File: src/rtl/cla_mul_seq.sv
// Sequential 32x32 -> 64 shift-and-add multiplier that borrows the ALU's shared
// carry-lookahead adder through a req/gnt handshake, one adder pass per cycle.
`timescale 1ns/1ps
module cla_mul_seq #(
  parameter int WIDTH = 32
) (
  input  logic             clk,
  input  logic             rst_n,
  input  logic             start,
  input  logic             signed_op,
  input  logic [WIDTH-1:0] a,
  input  logic [WIDTH-1:0] b,
  output logic             busy,
  output logic             done,
  output logic [WIDTH-1:0] product_hi,
  output logic [WIDTH-1:0] product_lo,
  output logic             adder_req,
  input  logic             adder_gnt,
  output logic [WIDTH-1:0] adder_a,
  output logic [WIDTH-1:0] adder_b,
  output logic             adder_cin,
  input  logic [WIDTH-1:0] adder_s,
  input  logic             adder_cout
);

  typedef enum logic [2:0] {
    IDLE   = 3'd0,
    NEG_A  = 3'd1,
    NEG_B  = 3'd2,
    MUL    = 3'd3,
    NEG_LO = 3'd4,
    NEG_HI = 3'd5
  } state_t;

  localparam logic [5:0] LAST_STEP = 6'(WIDTH - 1);

  state_t           state_r;
  state_t           state_n;
  logic [WIDTH-1:0] mcand_r;
  logic [WIDTH-1:0] acc_hi_r;
  logic [WIDTH-1:0] acc_lo_r;
  logic [5:0]       cnt_r;
  logic             neg_res_r;
  logic             ncarry_r;
  logic             busy_r;
  logic             done_r;
  logic [WIDTH-1:0] product_hi_r;
  logic [WIDTH-1:0] product_lo_r;

  logic             accept_s;
  logic             fire_s;
  logic             last_step_s;
  logic             finish_s;
  logic [WIDTH-1:0] mul_hi_s;
  logic [WIDTH-1:0] mul_lo_s;
  logic [WIDTH-1:0] final_hi_s;
  logic [WIDTH-1:0] final_lo_s;

  assign accept_s    = (state_r == IDLE) && start;
  assign fire_s      = (state_r != IDLE) && adder_gnt;
  assign last_step_s = (cnt_r == LAST_STEP);
  assign finish_s    = fire_s && (((state_r == MUL) && last_step_s && !neg_res_r) ||
                                  (state_r == NEG_HI));

  // One shift-add step: the adder carry becomes the new top bit, the sum LSB drops into acc_lo.
  assign mul_hi_s = {adder_cout, adder_s[WIDTH-1:1]};
  assign mul_lo_s = {adder_s[0], acc_lo_r[WIDTH-1:1]};

  assign busy       = busy_r;
  assign adder_req  = busy_r;
  assign done       = done_r;
  assign product_hi = product_hi_r;
  assign product_lo = product_lo_r;

  // State register.
  always_ff @(posedge clk) begin
    if (!rst_n) begin
      state_r <= IDLE;
      busy_r  <= 1'b0;
    end else begin
      state_r <= state_n;
      busy_r  <= (state_n != IDLE);
    end
  end

  // Next-state logic; every non-idle state advances only on a granted cycle.
  always_comb begin
    state_n = state_r;
    case (state_r)
      IDLE: begin
        if (start) begin
          if (signed_op && a[WIDTH-1]) begin
            state_n = NEG_A;
          end else if (signed_op && b[WIDTH-1]) begin
            state_n = NEG_B;
          end else begin
            state_n = MUL;
          end
        end else begin
          state_n = IDLE;
        end
      end
      NEG_A: begin
        // acc_lo still holds the raw multiplier here, so its MSB tells whether b was negative.
        if (adder_gnt) begin
          state_n = acc_lo_r[WIDTH-1] ? NEG_B : MUL;
        end else begin
          state_n = NEG_A;
        end
      end
      NEG_B: begin
        if (adder_gnt) begin
          state_n = MUL;
        end else begin
          state_n = NEG_B;
        end
      end
      MUL: begin
        if (adder_gnt && last_step_s) begin
          state_n = neg_res_r ? NEG_LO : IDLE;
        end else begin
          state_n = MUL;
        end
      end
      NEG_LO: begin
        if (adder_gnt) begin
          state_n = NEG_HI;
        end else begin
          state_n = NEG_LO;
        end
      end
      NEG_HI: begin
        if (adder_gnt) begin
          state_n = IDLE;
        end else begin
          state_n = NEG_HI;
        end
      end
      default: state_n = IDLE;
    endcase
  end

  // Adder operands, driven purely from registered state so stalls keep them stable.
  always_comb begin
    adder_a   = {WIDTH{1'b0}};
    adder_b   = {WIDTH{1'b0}};
    adder_cin = 1'b0;
    case (state_r)
      NEG_A: begin
        adder_a   = ~mcand_r;
        adder_cin = 1'b1;
      end
      NEG_B: begin
        adder_a   = ~acc_lo_r;
        adder_cin = 1'b1;
      end
      MUL: begin
        adder_a = acc_hi_r;
        if (acc_lo_r[0]) begin
          adder_b = mcand_r;
        end else begin
          adder_b = {WIDTH{1'b0}};
        end
      end
      NEG_LO: begin
        adder_a   = ~acc_lo_r;
        adder_cin = 1'b1;
      end
      NEG_HI: begin
        adder_a   = ~acc_hi_r;
        adder_cin = ncarry_r;
      end
      default: begin
        adder_a   = {WIDTH{1'b0}};
        adder_b   = {WIDTH{1'b0}};
        adder_cin = 1'b0;
      end
    endcase
  end

  // Value written to the product registers on the finishing edge.
  always_comb begin
    final_hi_s = mul_hi_s;
    final_lo_s = mul_lo_s;
    if (state_r == NEG_HI) begin
      final_hi_s = adder_s;
      final_lo_s = acc_lo_r;
    end else begin
      final_hi_s = mul_hi_s;
      final_lo_s = mul_lo_s;
    end
  end

  // Datapath registers and result outputs.
  always_ff @(posedge clk) begin
    if (!rst_n) begin
      mcand_r      <= {WIDTH{1'b0}};
      acc_hi_r     <= {WIDTH{1'b0}};
      acc_lo_r     <= {WIDTH{1'b0}};
      cnt_r        <= 6'd0;
      neg_res_r    <= 1'b0;
      ncarry_r     <= 1'b0;
      done_r       <= 1'b0;
      product_hi_r <= {WIDTH{1'b0}};
      product_lo_r <= {WIDTH{1'b0}};
    end else begin
      done_r <= finish_s;
      if (accept_s) begin
        mcand_r   <= a;
        acc_lo_r  <= b;
        acc_hi_r  <= {WIDTH{1'b0}};
        cnt_r     <= 6'd0;
        neg_res_r <= signed_op & (a[WIDTH-1] ^ b[WIDTH-1]);
        ncarry_r  <= 1'b0;
      end else if (fire_s) begin
        case (state_r)
          NEG_A:  mcand_r <= adder_s;
          NEG_B:  acc_lo_r <= adder_s;
          MUL: begin
            acc_hi_r <= mul_hi_s;
            acc_lo_r <= mul_lo_s;
            cnt_r    <= cnt_r + 6'd1;
          end
          NEG_LO: begin
            acc_lo_r <= adder_s;
            ncarry_r <= adder_cout;
          end
          NEG_HI: acc_hi_r <= adder_s;
          default: begin
            mcand_r <= mcand_r;
          end
        endcase
      end else begin
        mcand_r <= mcand_r;
      end
      if (finish_s) begin
        product_hi_r <= final_hi_s;
        product_lo_r <= final_lo_s;
      end else begin
        product_hi_r <= product_hi_r;
        product_lo_r <= product_lo_r;
      end
    end
  end

endmodule
File: config.mk
export PLATFORM = sky130hd
export DESIGN_NAME = cla_mul_seq
export DESIGN_NICKNAME = d
export VERILOG_FILES = /design/src/rtl/cla_mul_seq.sv
export SDC_FILE = /design/constraint.sdc
export NUM_CORES = 1
export LEC_CHECK = 0
export ABC_AREA = 1
export CELL_PAD_IN_SITES_DETAIL_PLACEMENT = 1
export CELL_PAD_IN_SITES_GLOBAL_PLACEMENT = 2
export CORE_ASPECT_RATIO = 1.75
export CORE_MARGIN = 5
export CORE_UTILIZATION = 23
export DETAILED_ROUTE_END_ITERATION = 8
export PLACE_DENSITY = 0.78
export SYNTH_ARGS = -nofsm -noshare
export SYNTH_HDL_FRONTEND = slang
export SYNTH_SLANG_ARGS = --single-unit
File: constraint.sdc
create_clock -name clk -period 1.73 [get_ports clk]
set_clock_uncertainty 0.05 [all_clocks]
set_input_delay 0.346 -clock clk [delete_from_list [all_inputs] [get_ports clk]]
set_output_delay 0.346 -clock clk [all_outputs]
set_load 0.01 [all_outputs]
==> summary.txt <==
Yosys
  • Yosys warns: 0
  • Adder-Cell Fraction of Synth Area: 0.129%
  • Post-Synth XOR/XNOR Area: 0%
  • Largest family of logic cells by synthesized area: simple AND/OR/NAND/NOR gates
  • Yosys cell types: 26
  • Syn nets: roughly 1.7k
  • Synth Cell Area: ~9700 um^2
  • Synth Register Bits: approximately 170
  • Sequential fraction of the synthesis area: roughly 36%
  • Post-Synthesis Cells: approximately 1.6k
  • Syn avg cell area: between 6 and 7 um^2
  • Post-synthesis compound-gate area fraction: about 24%
  • Post-Synth Simple-Gate Area: between 20% and 30%
  • Multiplexer area fraction after synthesis: 0%

Routing
  • Number of remaining DRC errors: 0
  • Drt total wl: about 54000 um
  • Routed WL per cell: ~22 um
  • Total number of vias: about 12k
  • Vias per cell: roughly 4.9
  • Pre-Repair DR Iteration Count: 5
  • Iteration-0 DRC Markers: about 550
  • ANT nets after route: 0

Setup path
  • CP endpoint kind: output port
  • Setup CP Type: reg2out
  • Worst setup startpoint: state_r[1]
  • Crit Path Max Fanout: 13
  • Crit path DAT: 2.01 ns
  • Worst EP required: approximately 1.3 ns
  • Worst flop-to-flop path startpoint: state_r[2]
  • CP startpoint kind: flop

STA
  • RSZ-0062 raised after global routing: yes
  • Rel. slew slack: between 70% and 80%
  • Period utilization: 139%
  • Final setup viols: around 240
  • Slew Limit Fails: 0
  • Final Critical Period: approximately 2.4 ns
  • Final worst setup slack: -0.673 ns
  • Worst Max-Slew Pin Slew: approximately 0.38 ns
  • Total negative slack: -84.33 ns
  • Max Freq: roughly 0.42 GHz
  • Endpoints failing hold: 0

Clocking
  • CTS HTree Levels: 4
  • Total CTS buffers: 17
  • Clock buffer depth: 2
  • Clk root buf: clkbuf_16
  • Worst-Skew Late Latency: between 0.4 and 0.5 ns
  • Clock-pin slew on the worst setup and hold paths: roughly 0.070 ns
  • Hold_buf cts: 0
  • Clk sinks: ~170
  • CTS tree: done

Worst hold path
  • Hold Crit Start: rst_n
  • Hold crit path type: in2reg

Pwr
  • Switch Pwr: roughly 0.0066 W
  • Switching Share: about 40%
  • Leakage: approximately 8 nW
  • Gate power share: a little under half
  • Total power: about 0.016 W
  • Internal power: slightly below 0.01 W
  • Clock power share: about a quarter
  • Power per cell area: about 940 nW/um^2
  • Sequential power share: between 20% and 30%
  • Peak supply drop: about 0.56 mV

Run
  • Max-Cap Viols: 0

Placement
  • # port buffers: about 230
  • Gpl congestion: around 0.86
  • DP Wirelength: 34200 um
  • Setup Slack @ Placement: -0.637 ns

GRT
  • Grt ovf: 0
  • First-pass GRT wire length: slightly below 80000 um
  • Initial antenna violation count: 3
  • Pin count of the biggest net entering global routing: 67
  • GRT Overall Usage: 22.0%
  • Vias in the first global route: around 13k

Die
  • Overall die width: between 150 and 200 um
  • Die Area: around 46000 um^2
  • Core area: 41600 um^2
  • Starting density of the core: about a quarter
  • Row cnt: 99
  • Die H: 281 um
  • I/O pin cnt: 234

Run status
  • Run status: complete, but fails checks
  • Failing checks: setup timing

Layout
  • Share of cells above drive strength 1: slightly below 30%
  • Area Overhead vs Synth: 79.0%
  • NumNets Final: roughly 2.0k
  • Layout Utilization: roughly two fifths
-- through the flow --
step / cells / hold slack, ns / instance area [um^2]
floorplan: 1553 / 0.400 / 9680
global placement: 2351 / 0.412 / 13400
detailed placement: 2351 / 0.418 / 13400
CTS: 2478 / 0.182 / 16300
global route: 2513 / 0.204 / 17300
finish: 2513 / 0.202 / 17300
-- kinds of logic (layout without fill, tap and decap cells) --
kind of cell / Yosys count / in the layout
fa+ha+maj: 1 / 1
buf+inv: 328 / 731
other cells: 0 / 2
compound gates: 462 / 462
flops: 173 / 173
simple gates: 589 / 589
-- worst paths after layout --
path | depth (start not counted) | slack [ns] | endpoint
worst max-delay path | 10 | -0.67 | adder_a[27]
worst min-delay path | 3 | 0.20 | product_hi[0]
worst max register to register | 16 | -0.56 | product_lo[27]
worst min register to register | 2 | 0.41 | product_hi[15]
-- placed cells by master, fill, tap and decap left out, types with 13 or more instances in the layout --
cell             Yosys  final
nand2_1            291    254
a21oi_1            201    161
o21ai_2              0     47
inv_1              207    201
nand2_4              1     14
o21ai_1             83     90
nand3_2              1     24
buf_12               0     65
dlygate4sd2_1        0     67
o21ai_0            176    109
nand2_2              2     24
a21oi_2              0     37
buf_4               15    100
dfxtp_1            173    170
nor2_1             150    142
o21ai_4              0     13
clkdlybuf4s50_1      0    100
buf_16               0     30
buf_6               10     63
nand3_1            105     79
nor3_4               0     20
clkbuf_16            0     24
buf_2               47     44
-- critical path, stage by stage, from the launching register on --
cell     delay [ns]
dfxtp_4        0.37
buf_6          0.12
nor2_4         0.11
nand2_2        0.08
inv_2          0.07
nor2_4         0.07
buf_12         0.14
buf_12         0.12
buf_16         0.15
o21ai_2        0.15
buf_2          0.16
-- layer usage --
layer,global-route usage (%),vias up,part of all wire (%)
met5,0,-,0.026
met3,3.47,111,3.8
met4,12.0,2,4.9
met2,40.0,326,54
li1,-,5812,-
met1,24.1,5939,38
-- registers in the layout (all words and copies together), names as in the netlist, 3 cells and up --
name	count
acc_hi_r	32
acc_lo_r	32
mcand_r	32
product_hi	32
product_lo	32
cnt_r	6
state_r	3
-- Yosys cell counts --
| master | instances | area, um^2 |
|---|---|---|
| nand2_2 | 2 | 12.5 |
| nand3_2 | 1 | 10.0 |
| nand2_4 | 1 | 11.3 |
| buf_2 | 47 | 235 |
| a21oi_4 | 1 | 16.3 |
| inv_2 | 3 | 11.3 |
| nand3_1 | 105 | 526 |
| o21ai_1 | 83 | 415 |
| buf_1 | 8 | 30.0 |
| inv_1 | 207 | 777 |
| nor2_4 | 2 | 22.5 |
| nand4_1 | 1 | 6.26 |
| buf_6 | 10 | 113 |
| nor2_1 | 150 | 563 |
| or2_0 | 1 | 6.26 |
| o21ai_0 | 176 | 881 |
| a21oi_1 | 201 | 1010 |
| o211ai_1 | 1 | 7.51 |
| dfxtp_1 | 173 | 3460 |
| nand3_4 | 2 | 35.0 |
| ha_1 | 1 | 12.5 |
| clkbuf_1 | 35 | 131 |
| clkbuf_2 | 3 | 15.0 |
| nor3_1 | 33 | 165 |
| buf_4 | 15 | 113 |
| nand2_1 | 291 | 1090 |
-- what timing repair did --
action                                 CTS  global route
pin swaps                               21            27
gates cloned                            29             8
setup endpoints to repair              298           234
endpoints found under the hold margin    0             0
gates resized for setup                604           152
setup buffers                           69            31
-- power groups by stage --
stage | registers (W) | clock network, W | logic [W]
2_1_floorplan | 0.00473 | 0 | 0.00284
3_3_place_gp | 0.00486 | 0 | 0.00561
3_5_place_dp | 0.00487 | 0 | 0.00569
4_1_cts | 0.00481 | 0.00418 | 0.00635
5_1_grt | 0.00490 | 0.00433 | 0.00793
6_report | 0.00485 | 0.00407 | 0.00743
-- cell type report --
type / instances / area (um^2)
antenna: 2 / 5.00
clock buffer: 21 / 460
clock inverter: 11 / 134
fill: 5074 / 24300
inverter: 210 / 808
multi-input combinational: 1052 / 5960
sequential: 173 / 3470
tap: 555 / 694
timing repair buffer: 489 / 5780
Power figures use the tool's default switching activity.
